## config.mk

```make
export PLATFORM = sky130hd
export DESIGN_NAME = pipelined_prefix_adder
export DESIGN_NICKNAME = d
export VERILOG_FILES = /design/src/rtl/pipelined_prefix_adder.sv
export SDC_FILE = /design/constraint.sdc
export NUM_CORES = 1
export LEC_CHECK = 0
export BUFFER_PORTS_ARGS = -buffer_cell sky130_fd_sc_hd__buf_4
export CORE_MARGIN = 5
export CORE_UTILIZATION = 25
export DETAILED_ROUTE_END_ITERATION = 6
export HOLD_SLACK_MARGIN = 0.03
export RECOVER_POWER = 50
export SYNTH_ARGS = -nofsm -noshare
export SYNTH_HDL_FRONTEND = slang
export SYNTH_SLANG_ARGS = --single-unit
export TNS_END_PERCENT = 20
```

## constraint.sdc

```tcl
create_clock -name clk -period 4.2 [get_ports clk]
set_input_delay 0.84 -clock clk [delete_from_list [all_inputs] [get_ports clk]]
set_output_delay 0.84 -clock clk [all_outputs]
set_load 0.02 [all_outputs]
```

## src/rtl/pipelined_prefix_adder.sv

```systemverilog
// Kogge-Stone parallel-prefix adder/subtractor, streaming, one result per cycle.
// Latency: LAT = ceil(clog2(WIDTH)/PIPE_EVERY) cycles from accepting operands to the registered result.
// Backpressure: global stall. The whole pipe holds when out_valid & !out_ready, and in_ready = !out_valid | out_ready.
//
// Ports:
//   clk, rst                      rising-edge clock, asynchronous active-high reset
//   in_valid/in_ready             operand handshake (in_a, in_b, in_cin, in_sub, in_tag)
//   out_valid/out_ready           result handshake (out_sum, out_cout, out_ovf, out_tag)
//
// Prefix positions: index 0 holds the carry-in (g=cin, p=0), and index j>0 holds operand bit j-1.
// After the last level, G[j] is the carry into bit j. Carry-out is formed from the top bit's own
// g/p and the carry into it, so WIDTH positions and clog2(WIDTH) levels are enough.
module pipelined_prefix_adder #(
    parameter int WIDTH      = 16,
    parameter int PIPE_EVERY = 2,
    parameter int TAG_W      = 4
) (
    input  logic             clk,
    input  logic             rst,
    input  logic             in_valid,
    output logic             in_ready,
    input  logic [WIDTH-1:0] in_a,
    input  logic [WIDTH-1:0] in_b,
    input  logic             in_cin,
    input  logic             in_sub,
    input  logic [TAG_W-1:0] in_tag,
    output logic             out_valid,
    input  logic             out_ready,
    output logic [WIDTH-1:0] out_sum,
    output logic             out_cout,
    output logic             out_ovf,
    output logic [TAG_W-1:0] out_tag
);

    localparam int L    = $clog2(WIDTH);
    localparam int LAT  = (L + PIPE_EVERY - 1) / PIPE_EVERY;
    // Number of inter-stage registers (the output register is separate).
    // Kept at least 1 so that the array is always legal.
    localparam int NREG = (LAT > 1) ? LAT - 1 : 1;

    // Everything that travels between prefix groups.
    // g/p is the group-local prefix state. pb is the per-bit propagate needed by the post-xor.
    // gt is the top bit's generate, which is needed for the carry-out.
    typedef struct packed {
        logic             vld;
        logic [TAG_W-1:0] tag;
        logic [WIDTH-1:0] pb;
        logic             gt;
        logic [WIDTH-1:0] g;
        logic [WIDTH-1:0] p;
    } stage_t;

    logic adv;

    logic [WIDTH-1:0] b_eff;
    logic [WIDTH-1:0] pb_in;
    logic [WIDTH-1:0] gb_in;
    logic             c_eff;
    stage_t           cond;

    stage_t stg_in [LAT];   // input to each prefix group
    stage_t pipe_d [LAT];   // output of each prefix group (next state of its boundary register)
    stage_t pipe_q [NREG];  // boundary registers between groups

    logic [WIDTH-1:0] carry;
    logic             out_vld_d;
    logic [WIDTH-1:0] out_sum_d;
    logic             out_cout_d;
    logic             out_ovf_d;
    logic [TAG_W-1:0] out_tag_d;

    logic             out_vld_q;
    logic [WIDTH-1:0] out_sum_q;
    logic             out_cout_q;
    logic             out_ovf_q;
    logic [TAG_W-1:0] out_tag_q;

    // A stall freezes every stage at once. A slot holding a bubble is not refilled while
    // the output is blocked, so in_ready follows the output register only.
    assign adv      = !out_vld_q | out_ready;
    assign in_ready = adv;

    // Operand conditioning.
    // Subtraction is A + ~B + 1, and the incoming cin acts as an active-low borrow.
    always_comb begin
        b_eff    = in_b ^ {WIDTH{in_sub}};
        c_eff    = in_cin ^ in_sub;
        pb_in    = in_a ^ b_eff;
        gb_in    = in_a & b_eff;
        cond     = '0;
        cond.vld = in_valid;
        cond.tag = in_tag;
        cond.pb  = pb_in;
        cond.gt  = gb_in[WIDTH-1];
        cond.g   = {gb_in[WIDTH-2:0], c_eff};
        cond.p   = {pb_in[WIDTH-2:0], 1'b0};
    end

    // One prefix group per pipeline stage. Group s evaluates levels K_LO..K_HI.
    for (genvar s = 0; s < LAT; s++) begin : g_stage
        localparam int K_LO = s * PIPE_EVERY + 1;
        localparam int K_HI = ((s + 1) * PIPE_EVERY < L) ? (s + 1) * PIPE_EVERY : L;

        if (s == 0) begin : g_src_in
            assign stg_in[s] = cond;
        end else begin : g_src_reg
            assign stg_in[s] = pipe_q[s-1];
        end

        logic [WIDTH-1:0] g_v;
        logic [WIDTH-1:0] p_v;
        logic [WIDTH-1:0] g_n;
        logic [WIDTH-1:0] p_n;

        always_comb begin
            g_v = stg_in[s].g;
            p_v = stg_in[s].p;
            g_n = g_v;
            p_n = p_v;
            for (int k = K_LO; k <= K_HI; k++) begin
                g_n = g_v;
                p_n = p_v;
                for (int j = 0; j < WIDTH; j++) begin
                    // Positions below the level distance already reach the carry-in and pass through.
                    if (j >= (1 << (k - 1))) begin
                        if (j < (2 << (k - 1))) begin
                            // Grey cell. The partner's span already includes the carry-in,
                            // so the result is a final carry and its propagate is dead.
                            g_n[j] = g_v[j] | (p_v[j] & g_v[j - (1 << (k - 1))]);
                            p_n[j] = 1'b0;
                        end else begin
                            // Black cell.
                            g_n[j] = g_v[j] | (p_v[j] & g_v[j - (1 << (k - 1))]);
                            p_n[j] = p_v[j] & p_v[j - (1 << (k - 1))];
                        end
                    end
                end
                g_v = g_n;
                p_v = p_n;
            end
            pipe_d[s]   = stg_in[s];
            pipe_d[s].g = g_v;
            pipe_d[s].p = p_v;
        end
    end

    // Post-xor, carry-out and overflow are formed in the last group.
    // They land in the output register together with the sum.
    always_comb begin
        carry      = pipe_d[LAT-1].g;
        out_vld_d  = pipe_d[LAT-1].vld;
        out_tag_d  = pipe_d[LAT-1].tag;
        out_sum_d  = pipe_d[LAT-1].pb ^ carry;
        out_cout_d = pipe_d[LAT-1].gt | (pipe_d[LAT-1].pb[WIDTH-1] & carry[WIDTH-1]);
        out_ovf_d  = carry[WIDTH-1] ^ out_cout_d;
    end

    always_ff @(posedge clk or posedge rst) begin
        if (rst) begin
            for (int s = 0; s < NREG; s++) begin
                pipe_q[s] <= '0;
            end
            out_vld_q  <= 1'b0;
            out_sum_q  <= '0;
            out_cout_q <= 1'b0;
            out_ovf_q  <= 1'b0;
            out_tag_q  <= '0;
        end else if (adv) begin
            // Valid bits shift together with the data, so a bubble stays a bubble.
            for (int s = 0; s < LAT - 1; s++) begin
                pipe_q[s] <= pipe_d[s];
            end
            out_vld_q  <= out_vld_d;
            out_sum_q  <= out_sum_d;
            out_cout_q <= out_cout_d;
            out_ovf_q  <= out_ovf_d;
            out_tag_q  <= out_tag_d;
        end
    end

    assign out_valid = out_vld_q;
    assign out_sum   = out_sum_q;
    assign out_cout  = out_cout_q;
    assign out_ovf   = out_ovf_q;
    assign out_tag   = out_tag_q;

endmodule
```

==> impl_metrics.csv, run 1 <==
group,metric,value,unit
run_status,run_status,"finished with violations",
run_status,violations,"max-capacitance violations, max-slew violations",
yosys,seq_area_frac_synth,51.4,%
global_route,globalRouteMet2Util,18.5,%
yosys,synth-edff-count,0,
sta,fin_ws,1560,ps
global_route,globalRouteMet1Util,12.7,%
sta,grt_setup_unrepaired,"no",
floorplan,die_area,0.0167,mm²
clock_tree,worstSkewPairLatency,340,ps
hold_path,hp-class,"reg2reg",
detailed_routing,vias,2763,
detailed_routing,ant_nets,0,
clock_tree,cts_num_sinks,73,
placed_design,portBuffers,65,
placed_design,hpwlAfterDp,6290,µm
finish,final_util,32.3,%
yosys,synth_ff_type,"dfrtp_1",
clock_tree,post_cts_buffers,0,
clock_tree,clk_pin_slew,60,ps
clock_tree,postCtsHoldBufs,0,
yosys,synthesis.area,0.00355,mm²
yosys,synth_commonest_cells,"nand2_1 (108), dfrtp_1 (73), a21oi_1 (26), o21ai_0 (23), xor2_1 (21)",
yosys,syn-instance-count,375,
critical_path,cp-start-kind,"input pin",
yosys,synth_top_cell_area_share,51.4,%
critical_path,arrival,1800,ps
finish,syn_to_final_growth,26.8,%
sta,fin_skew,7.70,ps
yosys,ys_warn_count,0,
floorplan,num_rows,43,
yosys,ys_top_cells_by_area,"dfrtp_1 (51%), nand2_1 (11%), ha_1 (6.0%)",
yosys,synth_area_leader_cell,"dfrtp_1",
sta,max_freq,379,MHz
global_route,grt-busiest-layer,"met2",
critical_path,max_stage_delay,510,ps
critical_path,cp_cell_sequence,"clkbuf_1 -> nor2b_1 -> inv_4 -> buf_4",
detailed_routing,firstDrtPassIters,4,
yosys,ys_ff_latch,73,
sta,fin_crit,2640,ps
clock_tree,cts_tree,"yes",
clock_tree,root_buffer,"clkbuf_16",
global_route,antenna_found_initial,0,
power_and_ir_drop,p_per_area,553,mW/mm²
floorplan,die_w,129,µm
job,drv_cap,1,
clock_tree,post_cts_resized,0,
critical_path,critical_path_peak_fanout,73,
sta,fin_hold_ws,462,ps
detailed_routing,wire_per_inst,13.7,µm
finish,instances_no_fill,622,
finish,final_layout_size_suffix_gt1_share,19.0,%
sta,worst_pin_slew,1580,ps
power_and_ir_drop,ir_drop,185,µV
global_route,use_met3,2.47,%
critical_path,critPathRequiredTime,3360,ps
yosys,synthArstFlopShare,100,%
clock_tree,cts_made_buffers,9,
clock_tree,cts_max_path_buffers,2,
finish,diodes,0,
sta,drv_slew,43,
clock_tree,htreeDepth,3,
sta,slew_headroom,-5.60,%
sta,finalSetupTns,0,ps
floorplan,die_y,129,µm
yosys,synth.net_count,434,
yosys,ys_types,32,
sta,setup_viol,0,
critical_path,endpoint_kind,"output pin",
global_route,grt_first_pass_wirelength,14300,µm
sta,hold_viol,0,
floorplan,pin_count,66,
placed_design,placed_cells,606,
placed_design,pre_cts_slack,1600,ps
sta,timing.final.crit_share,62.9,%
detailed_routing,first_iter_violations,157,
global_route,grt_pass1_vias,2939,
critical_path,worst_path_max_delay_cell,"inv_4",
detailed_routing,finalWirelength,8550,µm
floorplan,start_util,25.5,%
critical_path,worstSetupPathType,"in2out",
global_route,grt_usage,10.8,%
detailed_routing,drc_errors,0,
detailed_routing,vias_per_cell,4.44,
yosys,avgSynthCellArea,9.47,µm²
floorplan,core-area,0.0139,mm²
global_route,grt_max_degree,74,
finish,final_nets,496,
power_and_ir_drop,leakage,0.00211,µW
global_route,overflow,0,
placed_design,gp_congestion,0.798,
yosys,yosysMostFrequentCell,"nand2_1",
-- registers in the layout (all words and copies together), names as in the netlist --
name       cells
out_sum       16
out_tag        4
out_cout       1
out_vld_d      1
pipe_q        24
carry          4
pipe_d        17
out_ovf        1
out_valid      1
out_tag_d      4
-- power by group --
| part | switching [µW] | internal, µW |
|---|---|---|
| sequential | 108 | 866 |
| clock | 299 | 538 |
| combinational | 388 | 295 |
-- worst paths after layout --
path	startpoint	end	slack (ps)	cells after the start
worst max-delay path	out_ready	in_ready	1560	4
worst min-delay path	out_vld_d$_DFFE_PP0P_	out_vld_d$_DFFE_PP0P_	460	2
worst max register to register	out_valid$_DFFE_PP0P_	pipe_q[24]$_DFFE_PP0P_	1910	4
worst min register to register	out_vld_d$_DFFE_PP0P_	out_vld_d$_DFFE_PP0P_	460	2
max in group asynchronous	rst	out_sum[2]$_DFFE_PP0P_	1640	3
min in group asynchronous	rst	pipe_q[15]$_DFFE_PP0P_	1000	2
-- logic make-up (layout without fill, tap and decap cells) --
kind of cell	count (synthesis)	after routing	share of synthesized area, %
mux	1	1	0.317
compound gates	88	88	14.9
flops	73	73	51.4
simple gates	139	139	15.5
buf+inv	24	91	3.56
xor+xnor	33	33	8.35
fa+ha+maj	17	17	5.99
-- routing by layer --
| metal | wire (µm) | part of all wire, % |
|---|---|---|
| met5 | 0 | 0 |
| met4 | 292 | 3.4 |
| met3 | 323 | 3.8 |
| met2 | 4360 | 51 |
| met1 | 3570 | 42 |
-- through the flow --
step           total power [µW]  area (µm²)
2_1_floorplan              1410        3550
3_3_place_gp               1670        4200
3_5_place_dp               1690        4200
4_1_cts                    2530        4530
5_1_grt                    2650        4510
6_report                   2490        4510
-- final cells by class --
cell class | count | area [µm²]
Fill cell | 1442 | 9430
Sequential cell | 73 | 1830
Inverter | 7 | 28.8
Multi-Input combinational cell | 278 | 1600
Timing Repair Buffer | 68 | 497
Clock buffer | 10 | 239
Tap cell | 180 | 225
Clock inverter | 6 | 90.1
-- cells in the final DEF, fill, tap and decap left out, types with 2 or more instances in the layout --
cell,instances
nand2_1,108
dfrtp_1,73
buf_4,63
a21oi_1,26
o21ai_0,23
xor2_1,21
ha_1,17
nor2_1,16
xnor2_1,11
o21bai_1,9
clkbuf_16,9
nand3_1,8
o211ai_1,7
o21a_1,7
inv_1,6
a211oi_1,4
a21o_1,3
or3_1,3
clkbuf_1,3
o22ai_1,2
o21ai_1,2
a31oi_1,2
o31ai_1,2
bufinv_16,2
-- critical path, delay by kind of cell --
kind	cells	cell delay [ps]
AND/OR/NAND/NOR	1	80
buffers and inverters	3	850
Power figures use the tool's default switching activity.
==> run 2: changes to the inputs <==
--- a/config.mk
+++ b/config.mk
@@ -5,6 +5,7 @@
 export SDC_FILE = /design/constraint.sdc
 export NUM_CORES = 1
 export LEC_CHECK = 0
+export ABC_AREA = 1
 export BUFFER_PORTS_ARGS = -buffer_cell sky130_fd_sc_hd__buf_4
 export CORE_MARGIN = 5
 export CORE_UTILIZATION = 25
==> constraint.sdc (replaced) <==
create_clock -name clk -period 2.5 [get_ports clk]
set_input_delay 0.5 -clock clk [delete_from_list [all_inputs] [get_ports clk]]
set_output_delay 0.5 -clock clk [all_outputs]
set_load 0.02 [all_outputs]
==> run 2 against run 1 <==
Effect of this change:
- die area is 5.2% higher
- the flow now finishes without violations
- first-iteration DRC count rose by 8.9%
- largest cell class unchanged
- critical path depth shrank 2
- synthesized area grew 5.6%
- largest power group is now clock
- cell area up 6.2%
- synthesized cell count increased by 18%
- combinational power rose by 67%
- sequential share of layout area decreased by 2.4 points
==> impl_metrics.csv, run 2 <==
group,metric,value,unit
finish,largest_register_ffs,24,
global_route,globalRouteMet1Util,13.1,%
job,drv_cap,0,
critical_path,endpoint_kind,"output pin",
placed_design,gp_congestion,0.902,
yosys,yosysMostFrequentCell,"nand2_1",
sta,fin_skew,8.48,ps
clock_tree,postCtsHoldBufs,0,
finish,final_layout_size_suffix_gt1_share,17.3,%
clock_tree,cts_num_sinks,73,
clock_tree,post_cts_buffers,0,
placed_design,pre_cts_slack,610,ps
yosys,syn-instance-count,443,
finish,instances_no_fill,698,
yosys,ys_types,31,
clock_tree,htreeDepth,3,
placed_design,hpwlAfterDp,6800,µm
finish,n_fill_cell,1568,
clock_tree,cts_tree,"yes",
global_route,grt-busiest-layer,"met2",
finish,mostFrequentLayoutCell,"nand2_1",
global_route,globalRouteMet2Util,18.6,%
yosys,synthArstFlopShare,100,%
floorplan,die_area,0.0176,mm²
global_route,antenna_found_initial,0,
floorplan,die_w,133,µm
yosys,avgSynthCellArea,8.47,µm²
finish,final_nets,568,
yosys,ys_warn_count,0,
hold_path,hp-class,"in2async",
clock_tree,cts_max_path_buffers,2,
power_and_ir_drop,finalPower,4360,µW
sta,hold_viol,0,
sta,fin_crit,2090,ps
sta,slew_headroom,44.2,%
yosys,synthesis.area,0.00375,mm²
finish,final_util,32.7,%
global_route,overflow,0,
power_and_ir_drop,p_per_area,910,mW/mm²
global_route,use_met3,3.34,%
finish,diodes,0,
detailed_routing,wire_per_inst,13.1,µm
floorplan,pin_count,66,
clock_tree,clk_pin_slew,60,ps
floorplan,num_rows,44,
detailed_routing,vias,3029,
detailed_routing,vias_per_cell,4.34,
sta,setup_viol,0,
detailed_routing,drc_errors,0,
global_route,grt_first_pass_wirelength,15800,µm
yosys,synth.net_count,502,
critical_path,cp-start-kind,"flip-flop",
sta,drv_slew,0,
detailed_routing,ant_nets,0,
clock_tree,post_cts_resized,0,
floorplan,start_util,25.6,%
yosys,seq_area_frac_synth,48.7,%
yosys,ys_ff_latch,73,
clock_tree,cts_made_buffers,9,
run_status,run_status,"complete, no violations",
placed_design,placed_cells,682,
critical_path,critPathRequiredTime,2000,ps
detailed_routing,firstDrtPassIters,4,
sta,grt_setup_unrepaired,"no",
yosys,synth_top_cell_area_share,48.7,%
yosys,synth-edff-count,0,
global_route,grt_usage,11.0,%
critical_path,worstSetupPathType,"reg2out",
sta,timing.final.crit_share,83.7,%
global_route,grt_max_degree,55,
finish,largest-register,"pipe_q",
power_and_ir_drop,ir_drop,331,µV
floorplan,die_y,133,µm
yosys,synth_area_leader_cell,"dfrtp_1",
yosys,synth_ff_type,"dfrtp_1",
sta,max_freq,478,MHz
yosys,synth_commonest_cells,"nand2_1 (156), dfrtp_1 (73), inv_1 (46), o21ai_0 (38), nand3_1 (23)",
clock_tree,worstSkewPairLatency,340,ps
floorplan,core-area,0.0146,mm²
sta,worst_pin_slew,836,ps
sta,fin_ws,408,ps
yosys,ys_top_cells_by_area,"dfrtp_1 (49%), nand2_1 (16%), ha_1 (5.7%)",
critical_path,arrival,1590,ps
detailed_routing,finalWirelength,9130,µm
critical_path,reg2reg_slack,530,ps
global_route,grt_pass1_vias,3265,
clock_tree,root_buffer,"clkbuf_16",
sta,finalSetupTns,0,ps
finish,final_cell_mix,"nand2_1 (157), dfrtp_1 (73), buf_4 (62)",
finish,syn_to_final_growth,27.5,%
placed_design,portBuffers,65,
detailed_routing,first_iter_violations,171,
power_and_ir_drop,leakage,0.00243,µW
critical_path,critical_path_peak_fanout,21,
==> run 2: power breakdown <==
group | internal (µW) | switching (µW)
logic | 453 | 692
registers | 1440 | 149
clock network | 1110 | 513
==> run 2: through the flow <==
stage	instance area, µm²	hold WS [ps]
4_1_cts	4810	186
3_5_place_dp	4440	452
5_1_grt	4790	376
3_3_place_gp	4440	435
6_report	4790	336
2_1_floorplan	3750	420
==> run 2: metal layers <==
layer | wire, µm | share of wire (%) | up-vias
met5 | 0 | 0 | -
met4 | 218 | 2.4 | 0
met3 | 433 | 4.7 | 19
met2 | 4440 | 49 | 68
met1 | 4040 | 44 | 1400
li1 | - | - | 1542
==> run 2: kinds of logic (layout without fill, tap and decap cells) <==
logic type               Yosys count  after routing  share of synthesized area (%)
AND/OR/NAND/NOR                  193            193                           21.0
flip-flops                        73             73                           48.7
AO/OA/AOI/OAI                     71             71                           11.0
buffers and inverters             64            135                           7.64
XOR/XNOR                          25             25                           6.04
adder cells (fa/ha/maj)           17             17                           5.67
==> run 2: layout make-up <==
class                   instances  area, µm²  share of cell area, %
clock inverters                 6        138                   2.88
multi-input cells             306       1640                   34.2
clock buffers                  10        239                   4.99
well taps                     184        230                   4.81
repair buffers                 72        539                   11.3
inverters                      47        176                   3.69
flip-flops and latches         73       1830                   38.2
==> run 2: critical path, stage by stage, from the launching register on <==
cell	delay (ps)
dfrtp_1	380
nand2_1	600
buf_4	270
==> run 2: path summary, 6_finish.rpt <==
path / from / end / cells after the start
max in group asynchronous: rst / out_sum[14]$_DFFE_PP0P_ / 3
min in group clk: in_valid / out_vld_d$_DFFE_PP0P_ / 3
max reg2reg: out_valid$_DFFE_PP0P_ / pipe_q[26]$_DFFE_PP0P_ / 4
max: out_valid$_DFFE_PP0P_ / in_ready / 2
min: rst / out_sum[11]$_DFFE_PP0P_ / 2
min reg2reg: out_vld_d$_DFFE_PP0P_ / out_valid$_DFFE_PP0P_ / 2
